<file path="src/rtl/scl_v_fltr_ctrl_if.sv">
// Pixel handshake, filter strobe and tagged-output bundle for the vertical filter sequencer.
// master = controller side, slave = pixel source / filter / consumer side.
interface scl_v_fltr_ctrl_if;
  logic       start;
  logic       pix_valid;
  logic       pix_rdy;
  logic       nd;
  logic       flush;
  logic       out_vld;
  logic [9:0] out_line;
  logic [9:0] out_col;
  logic       busy;
  logic       frame_done;

  modport master (
    input  start, pix_valid,
    output pix_rdy, nd, flush, out_vld, out_line, out_col, busy, frame_done
  );

  modport slave (
    output start, pix_valid,
    input  pix_rdy, nd, flush, out_vld, out_line, out_col, busy, frame_done
  );
endinterface

</file>
<file path="src/rtl/scl_v_fltr_ctrl.sv">
// Vertical scaling filter sequencer: issues the nd strobe, throttles upstream pixels,
// drains the line FIFOs with zeros and tags each valid filter output with its position.
module scl_v_fltr_ctrl #(
  parameter int LINE_LEN    = 496,
  parameter int FRAME_LINES = 480,
  parameter int FILL_LINES  = 4,
  parameter int DRAIN_LINES = 4,
  parameter int ND_GAP      = 1
) (
  input  logic                  clk,
  input  logic                  rst,
  scl_v_fltr_ctrl_if.master     ctrl,
  output logic [1:0]            o_dbg_state
);
  // Handshake: a pixel transfers on any cycle where pix_valid && pix_rdy; pix_rdy never
  // depends on pix_valid, and nd is exactly that transfer (RUN) or a self-issued strobe (DRAIN).
  typedef enum logic [1:0] {
    S_IDLE  = 2'd0,
    S_RUN   = 2'd1,
    S_DRAIN = 2'd2
  } state_t;

  localparam logic [9:0] LAST_COL      = 10'(LINE_LEN - 1);
  localparam logic [9:0] LAST_RUN_LINE = 10'(FRAME_LINES - 1);
  localparam logic [9:0] LAST_LINE     = 10'(FRAME_LINES + DRAIN_LINES - 1);
  localparam logic [9:0] VLD_LINE      = 10'(FILL_LINES + 1);
  localparam logic [3:0] GAP_LOAD      = 4'(ND_GAP - 1);

  state_t     r_state;
  state_t     w_next;
  logic [9:0] r_col;
  logic [9:0] r_line;
  logic [3:0] r_gap;
  logic       r_flush;
  logic       r_out_vld;
  logic [9:0] r_out_line;
  logic [9:0] r_out_col;
  logic       r_done;

  logic       w_gap_ok;
  logic       w_last_col;
  logic       w_rdy;
  logic       w_nd;
  logic       w_clear;
  logic       w_done;

  assign w_gap_ok   = (r_gap == 4'd0);
  assign w_last_col = (r_col == LAST_COL);

  always_ff @(posedge clk or posedge rst) begin
    if (rst) r_state <= S_IDLE;
    else     r_state <= w_next;
  end

  always_comb begin
    w_next  = r_state;
    w_rdy   = 1'b0;
    w_nd    = 1'b0;
    w_clear = 1'b0;
    w_done  = 1'b0;
    case (r_state)
      S_IDLE: begin
        if (ctrl.start) begin
          w_clear = 1'b1;
          w_next  = S_RUN;
        end
      end
      S_RUN: begin
        w_rdy = w_gap_ok;
        w_nd  = ctrl.pix_valid & w_gap_ok;
        if (w_nd && w_last_col && (r_line == LAST_RUN_LINE)) begin
          if (DRAIN_LINES == 0) begin
            w_next = S_IDLE;
            w_done = 1'b1;
          end else begin
            w_next = S_DRAIN;
          end
        end
      end
      S_DRAIN: begin
        w_nd = w_gap_ok;
        if (w_nd && w_last_col && (r_line == LAST_LINE)) begin
          w_next = S_IDLE;
          w_done = 1'b1;
        end
      end
      default: w_next = S_IDLE;
    endcase
  end

  // Line wraps to 0 on the final strobe so the counter never exceeds its range.
  always_ff @(posedge clk or posedge rst) begin
    if (rst) begin
      r_col  <= 10'd0;
      r_line <= 10'd0;
      r_gap  <= 4'd0;
    end else if (w_clear) begin
      r_col  <= 10'd0;
      r_line <= 10'd0;
      r_gap  <= 4'd0;
    end else if (w_nd) begin
      r_gap <= GAP_LOAD;
      if (w_last_col) begin
        r_col  <= 10'd0;
        r_line <= (r_line == LAST_LINE) ? 10'd0 : r_line + 10'd1;
      end else begin
        r_col <= r_col + 10'd1;
      end
    end else if (!w_gap_ok) begin
      r_gap <= r_gap - 4'd1;
    end
  end

  // The filter output register lags its input by one strobe, hence the extra line.
  always_ff @(posedge clk or posedge rst) begin
    if (rst) begin
      r_flush    <= 1'b0;
      r_done     <= 1'b0;
      r_out_vld  <= 1'b0;
      r_out_line <= 10'd0;
      r_out_col  <= 10'd0;
    end else begin
      r_flush   <= (w_next == S_DRAIN);
      r_done    <= w_done;
      r_out_vld <= w_nd && (r_line >= VLD_LINE);
      if (w_nd && (r_line >= VLD_LINE)) begin
        r_out_line <= r_line - VLD_LINE;
        r_out_col  <= r_col;
      end
    end
  end

  assign ctrl.pix_rdy    = w_rdy;
  assign ctrl.nd         = w_nd;
  assign ctrl.flush      = r_flush;
  assign ctrl.out_vld    = r_out_vld;
  assign ctrl.out_line   = r_out_line;
  assign ctrl.out_col    = r_out_col;
  assign ctrl.busy       = (r_state != S_IDLE);
  assign ctrl.frame_done = r_done;
  assign o_dbg_state     = r_state;
endmodule

</file>
<file path="src/flat_wrapper.sv">
// flat-port wrapper written by rule: the top's interface ports become plain ports
module scl_v_fltr_ctrl_flat 
#(
  parameter int LINE_LEN    = 496,
  parameter int FRAME_LINES = 480,
  parameter int FILL_LINES  = 4,
  parameter int DRAIN_LINES = 4,
  parameter int ND_GAP      = 1
)
  (clk, rst, o_dbg_state, ctrl_start, ctrl_pix_valid, ctrl_pix_rdy, ctrl_nd, ctrl_flush, ctrl_out_vld, ctrl_out_line, ctrl_out_col, ctrl_busy, ctrl_frame_done);
  scl_v_fltr_ctrl_if ctrl_i ();
  input  logic clk;
  input  logic rst;
  output logic [1:0] o_dbg_state;
  input wire logic [$bits(ctrl_i.start)-1:0] ctrl_start;
  input wire logic [$bits(ctrl_i.pix_valid)-1:0] ctrl_pix_valid;
  output wire logic [$bits(ctrl_i.pix_rdy)-1:0] ctrl_pix_rdy;
  output wire logic [$bits(ctrl_i.nd)-1:0] ctrl_nd;
  output wire logic [$bits(ctrl_i.flush)-1:0] ctrl_flush;
  output wire logic [$bits(ctrl_i.out_vld)-1:0] ctrl_out_vld;
  output wire logic [$bits(ctrl_i.out_line)-1:0] ctrl_out_line;
  output wire logic [$bits(ctrl_i.out_col)-1:0] ctrl_out_col;
  output wire logic [$bits(ctrl_i.busy)-1:0] ctrl_busy;
  output wire logic [$bits(ctrl_i.frame_done)-1:0] ctrl_frame_done;
  assign ctrl_i.start = ctrl_start;
  assign ctrl_i.pix_valid = ctrl_pix_valid;
  assign ctrl_pix_rdy = ctrl_i.pix_rdy;
  assign ctrl_nd = ctrl_i.nd;
  assign ctrl_flush = ctrl_i.flush;
  assign ctrl_out_vld = ctrl_i.out_vld;
  assign ctrl_out_line = ctrl_i.out_line;
  assign ctrl_out_col = ctrl_i.out_col;
  assign ctrl_busy = ctrl_i.busy;
  assign ctrl_frame_done = ctrl_i.frame_done;
  scl_v_fltr_ctrl #(.LINE_LEN(LINE_LEN), .FRAME_LINES(FRAME_LINES), .FILL_LINES(FILL_LINES), .DRAIN_LINES(DRAIN_LINES), .ND_GAP(ND_GAP)) u_core (.clk(clk), .rst(rst), .ctrl(ctrl_i), .o_dbg_state(o_dbg_state));
endmodule
</file>
<file path="config.mk">
export PLATFORM = sky130hd
export DESIGN_NAME = scl_v_fltr_ctrl_flat
export DESIGN_NICKNAME = d
export VERILOG_FILES = /design/src/rtl/scl_v_fltr_ctrl_if.sv /design/src/rtl/scl_v_fltr_ctrl.sv /design/src/flat_wrapper.sv
export SDC_FILE = /design/constraint.sdc
export NUM_CORES = 1
export LEC_CHECK = 0
export ABC_CLOCK_PERIOD_IN_PS = 2700
export CAP_MARGIN = 5
export CORE_UTILIZATION = 55
export DETAILED_ROUTE_END_ITERATION = 10
export PLACE_DENSITY = 0.87
export SLEW_MARGIN = 20
export SYNTH_ARGS = -nofsm -noshare
export SYNTH_HDL_FRONTEND = slang
export SYNTH_SLANG_ARGS = --single-unit
</file>
<file path="constraint.sdc">
create_clock -name clk -period 2.7 [get_ports clk]
set_clock_uncertainty 0.2 [all_clocks]
set_input_delay 0.54 -clock clk [delete_from_list [all_inputs] [get_ports clk]]
set_output_delay 0.54 -clock clk [all_outputs]
set_load 0.01 [all_outputs]
</file>
# --- Word level (Yosys, flattened, before mapping) ---
# Cells that the tools add are included.
op_classes:
  bitwise_logic: 1
  shifts: 0
  magnitude_cmp: 1
  n_mul: 0
  n_div: 0
  eq_ne: 7
  n_reduce_logical: 11
  add_sub_neg: 4
  muxes: 20
op_table:
  columns: ["operator", "count"]
  rows:
  - ["10-bit two-way mux", 7]
  - ["10-bit by 9-bit == test with 1-bit output, second input constant", 3]
  - ["10-bit by 1-bit adder with 10-bit output, second input constant", 2]
  - ["4-bit two-way mux", 3]
  - ["10-bit by 3-bit greater-or-equal comparator with 1-bit output, second input constant", 1]
  - ["10-bit by 3-bit subtractor with 10-bit output, second input constant", 1]
  - ["2-bit two-way mux", 3]
  - ["2-bit case mux with 3 select lines", 1]
  - ["2-bit nonzero test", 3]
  - ["1-bit logical AND", 5]
  - ["1-bit two-way mux", 5]
  - ["2-bit == test, second input constant", 2]
  - ["4-bit logical NOT", 1]
  - ["4-bit by 1-bit subtractor with 4-bit output, second input constant", 1]
  - ["3-bit != test, second input constant", 1]
  - ["2-bit by 1-bit == test with 1-bit output, second input constant", 1]
  - ["2-bit logical NOT", 1]
  - ["1-bit case mux with 2 select lines", 1]
  - ["2-bit AND reduction", 1]
  - ["1-bit AND", 1]
word_totals:
  ram_bits: 0
  latch_bits: 0
  mem_bits_ro: 0
  n_memories: 0
  ff_bits: 49
  in_bits: 4
  out_inout_bits: 28

# --- Longest topological paths before layout ---
logic_depth:
  depth_word: 7
  ltp_mapped: 8
  mapped_depth_nobuf: 8

# --- Least setup slack after synthesis ---
# Ideal clock, no wire load.
synth_timing:
  path_kind: "reg-to-reg"
  start: "reg u_core.r_gap[0]"
  end: "reg u_core.r_line[3]"
  path_stages_with_launch: 8
  period_less_slack_ps: 2403
  setup_slack_ps: 297
  n_path_buf: 0
  t_arrival_ps: 2134
  required_time_ps: 2431
  cell_sequence: "dfrtp_1 inv_1 ha_1 or3b_4 nor4_4 a21oi_2 or4_1 nand3_1"
synth_via:
  elab_chain_cells: 5
synth_lines:
  columns: ["item", "line_no", "source"]
  rows:
  - ["start: declaration", "scl_v_fltr_ctrl.sv:33", "logic [3:0] r_gap;"]
  - ["start signal: assignment", "scl_v_fltr_ctrl.sv:110", "r_gap <= r_gap - 4'd1;"]
  - ["4-bit logical NOT *", "scl_v_fltr_ctrl.sv:47", "assign w_gap_ok = (r_gap == 4'd0);"]
  - ["1-bit AND", "scl_v_fltr_ctrl.sv:70", "w_nd = ctrl.pix_valid & w_gap_ok;"]
  - ["1-bit case mux with 2 select lines *", "scl_v_fltr_ctrl.sv:61", "case (r_state)"]
  - ["2-bit nonzero test (no source line) *", null, null]
  - ["2-bit AND reduction (no source line) *", null, null]
  - ["end signal: assignment", "scl_v_fltr_ctrl.sv:105", "r_line <= (r_line == LAST_LINE) ? 10'd0 : r_line + 10'd1;"]
  - ["end: declaration", "scl_v_fltr_ctrl.sv:32", "logic [9:0] r_line;"]
# Every way passes the cells marked *; elsewhere a longest branch is shown, timed or not.
# A chain may end at the register's enable or synchronous reset.

# --- Worst setup path after layout ---
layout_timing:
  start: "reg u_core.r_gap[0]"
  end: "out ctrl_pix_rdy"
layout_via:
  elab_chain_cells: 2
layout_lines:
  columns: ["item", "line_no", "source"]
  rows:
  - ["4-bit logical NOT", "scl_v_fltr_ctrl.sv:47", null]
  - ["1-bit two-way mux", "scl_v_fltr_ctrl.sv:61", null]
  - ["end: declaration", "flat_wrapper.sv:17", "output wire logic [$bits(ctrl_i.pix_rdy)-1:0] ctrl_pix_rdy;"]
# No other way between the ends.

==> reports/metrics.csv <==
stage,metric,value,unit
timing,setup-violations-final,0,
floorplan,num_rows,24,
place,gp_congestion,0.868,
synth,synth_edf_count,0,
timing,final-max-slew-violation-count,0,
timing,rsz0062_at_grt,no,
synth,synth-main-ff-cell,dfrtp_1,
layout,area_delta_synth_final,20.3,%
critical_path,crit_required,1.96,ns
detailed_routing,wirelength,5300,um
synth,ys_seq_elements,49,
clock_tree,cts_root_buf,clkbuf_8,
detailed_routing,drc,0,
clock_tree,htree_num_levels,2,
detailed_routing,drtIter0Drc,177,
detailed_routing,ant_nets,0,
detailed_routing,viasPerCell,5.83,
timing,tns,0,ns
grt,antenna_found_initial,0,
critical_path,cpMaxStageDelayCell,clkdlybuf4s50_1,
layout,final_area,3060,um2
grt,grt_pass1_wl,9050,um
timing,slew_headroom,0.479,
timing,fin_crit,2.60,ns
clock_tree,clock_sinks,49,
grt,grt_max_degree,50,
synth,synth_area_leaders,"dfrtp_1 (48%), mux2_2 (4.9%), ha_1 (4.4%)",
power_and_ir_drop,peakVddDrop,0.468,mV
synth,syn_nets,268,
clock_tree,cts_made_buffers,5,
clock_tree,cts_tree,built,
synth,syn_avg_cell_area,9.98,um2
grt,globalRouteOverflowTotal,0,
min_path,worstHoldEndpoint,u_core.ctrl.out_col[1]$_DFFE_PP0P_,
clock_tree,cts_buffer_depth,2,
critical_path,crit_chain,"inv_1, ha_4, nor3b_4, and2_1, clkdlybuf4s50_1",
power_and_ir_drop,p_per_area,630,nW/um2
min_path,hold_path_class,reg2reg,
synth,synth_top_area_frac,0.482,
layout,fill_cells,343,
floorplan,dieArea,4900,um2
layout,multi_input_area,1260,um2
run_status,status,"complete, no violations",
critical_path,end_kind,output pin,
floorplan,die_x,70.0,um
critical_path,cp_max_fo,5,
grt,grt_pass1_vias,1922,
critical_path,crit_path_start_kind,flop,
place,dp_hpwl,3630,um
critical_path,worstPathArrival,1.86,ns
critical_path,crit_type,reg2out,
synth,netlist_area,2540,um2
timing,fmax,384,MHz
critical_path,r2r_start,u_core.o_dbg_state[1]$_DFF_PP0_,
synth,yosysWarnings,0,
synth,yosysUniqueCellTypes,49,
detailed_routing,dr.pass1.iters,4,
layout,insertedDiodeCount,0,
critical_path,regToRegSetupSlack,0.20,ns
grt,grtUsageTotal,0.237,
timing,period_share,0.964,
synth,yosysTopAreaCell,dfrtp_1,
min_path,hold_path.startpoint,u_core.ctrl.out_col[1]$_DFFE_PP0P_,
critical_path,rr_worst_depth,8,
place,dpl_cell_area,2950,um2
clock_tree,postCtsHoldBufs,0,
clock_tree,clk_pin_slew,0.08,ns
floorplan,core_area,4410,um2
layout,seq_area,1230,um2
synth,synth_cells,255,
critical_path,worst_r2r_endpoint,u_core.r_col[7]$_DFFE_PP0P_,
synth,postSynth.asyncResetShare,1.00,
timing,finalHoldViolCount,0,
layout,drive_above_1_share,0.148,
clock_tree,insertion_delay,0.30,ns
place,portBuffers,31,
min_path,whs_path_depth,1,
detailed_routing,vias,1998,
synth,synth-seq-area-share,0.482,
floorplan,start_util,0.576,
detailed_routing,wl_per_cell,15.4,um
floorplan,die_y,70.0,um
flow_run,max_cap_violations,0,
critical_path,max_stage_delay,0.53,ns
timing,tightest_slew,0.778,ns
layout,nets,305,
floorplan,io_pins,32,
power_and_ir_drop,p_leak,1.40,nW
-- final cells by class --
type / count / share of cell area
Clock buffer: 5 / 0.0225
Clock inverter: 1 / 0.00164
Inverter: 11 / 0.0135
Multi-Input combinational cell: 184 / 0.411
Sequential cell: 49 / 0.401
Tap cell: 52 / 0.0213
Timing Repair Buffer: 41 / 0.130
-- worst max path at each step --
stage                                     start                      endpoint  slack (ns)  cells past startpoint
finish              u_core.r_gap[0]$_DFFE_PP0P_                  ctrl_pix_rdy         0.1                      5
floorplan           u_core.r_gap[0]$_DFFE_PP0P_  u_core.r_line[3]$_DFFE_PP0P_        0.30                      7
global placement                 ctrl_pix_valid                       ctrl_nd        0.02                      5
detailed placement               ctrl_pix_valid                       ctrl_nd        0.02                      5
global route        u_core.r_gap[0]$_DFFE_PP0P_                  ctrl_pix_rdy        0.02                      5
CTS                 u_core.r_gap[0]$_DFFE_PP0P_                  ctrl_pix_rdy        0.03                      5
-- cells in the final DEF, fill, tap and decap left out, types with 3 or more instances in the layout --
master and n:
a21oi_1 13, and2_1 3, buf_4 9, clkbuf_8 5, clkdlybuf4s50_1 30, dfrtp_1 49, ha_1 8, inv_1 10
mux2_2 11, nand2_1 20, nand3_1 10, nor2_1 30, nor2b_1 4, nor3_1 5, nor4_1 6, o21ai_0 13
o31ai_1 4, or3_1 5, xnor2_1 12, xor2_1 4
-- flip-flops by register name, indices dropped and copies added, names as in the netlist --
signal and cells:
u_core.o_dbg_state 2, u_core.r_col 10, u_core.r_line 10, u_core.ctrl.out_line 10, u_core.ctrl.flush 1, u_core.ctrl.out_col 10
u_core.ctrl.out_vld 1, u_core.ctrl.frame_done 1, u_core.r_gap 4
-- routing by layer --
layer  GRT usage  part of all wire  routed length [um]  up-vias
li1            -                 -                   -      957
met1       0.308              0.44                2360      968
met2       0.391              0.49                2610       63
met3      0.0592             0.048                 255       10
met4      0.0756             0.014                  74        0
met5           0                 0                   0        -
-- worst max-delay path: cells and delay by family (launching register included) --
family | cells | cell delay [ns]
flops | 1 | 0.38
buf+inv | 2 | 0.66
fa+ha+maj | 1 | 0.17
simple gates | 2 | 0.35
-- cell usage after synthesis, drive strengths merged, types with 2 or more instances --
library cell  number
xnor2             12
buf                5
nor2              30
nand2             20
nor4               8
mux2              13
clkbuf             6
nand3             11
o21ai             13
or3                5
a21oi             14
nor2b              4
o31ai              5
and2               3
ha                 9
or2                2
nor3b              2
nor3               6
xor2               4
a31oi              3
a21o               3
dfrtp             49
a21boi             3
inv               11
-- stage by stage --
stage          power [mW]  hold WS, ns  cells  worst slack (ns)  utilization
2_1_floorplan        1.26        0.287    255             0.297            -
3_3_place_gp         1.44        0.266    336            0.0214        0.668
3_5_place_dp         1.47        0.295    336            0.0187        0.668
4_1_cts              1.88        0.313    342            0.0291        0.688
5_1_grt              2.05        0.338    343            0.0188        0.693
6_report             1.93        0.306    343            0.0969        0.693
-- kinds of logic after synthesis --
| logic type | Yosys count | share of synthesized area |
|---|---|---|
| flip-flops | 49 | 0.482 |
| buffers and inverters | 22 | 0.0359 |
| multiplexers | 14 | 0.0615 |
| adder cells (fa/ha/maj) | 9 | 0.0443 |
| AO/OA/AOI/OAI | 47 | 0.120 |
| AND/OR/NAND/NOR | 98 | 0.201 |
| XOR/XNOR | 16 | 0.0551 |
-- what timing repair did --
action,4_1_cts,5_1_grt
resized for setup,4,2
buffers inserted,0,1
endpoints found under the setup margin,1,2
endpoints found under the hold margin,0,0
-- power by group --
| group | switching (mW) | leakage [nW] | internal [mW] |
|---|---|---|---|
| logic | 0.359 | 0.683 | 0.311 |
| registers | 0.0746 | 0.675 | 0.790 |
| clock network | 0.223 | 0.0399 | 0.171 |
| total | 0.656 | 1.40 | 1.27 |
(Power assumes the default switching activity.)
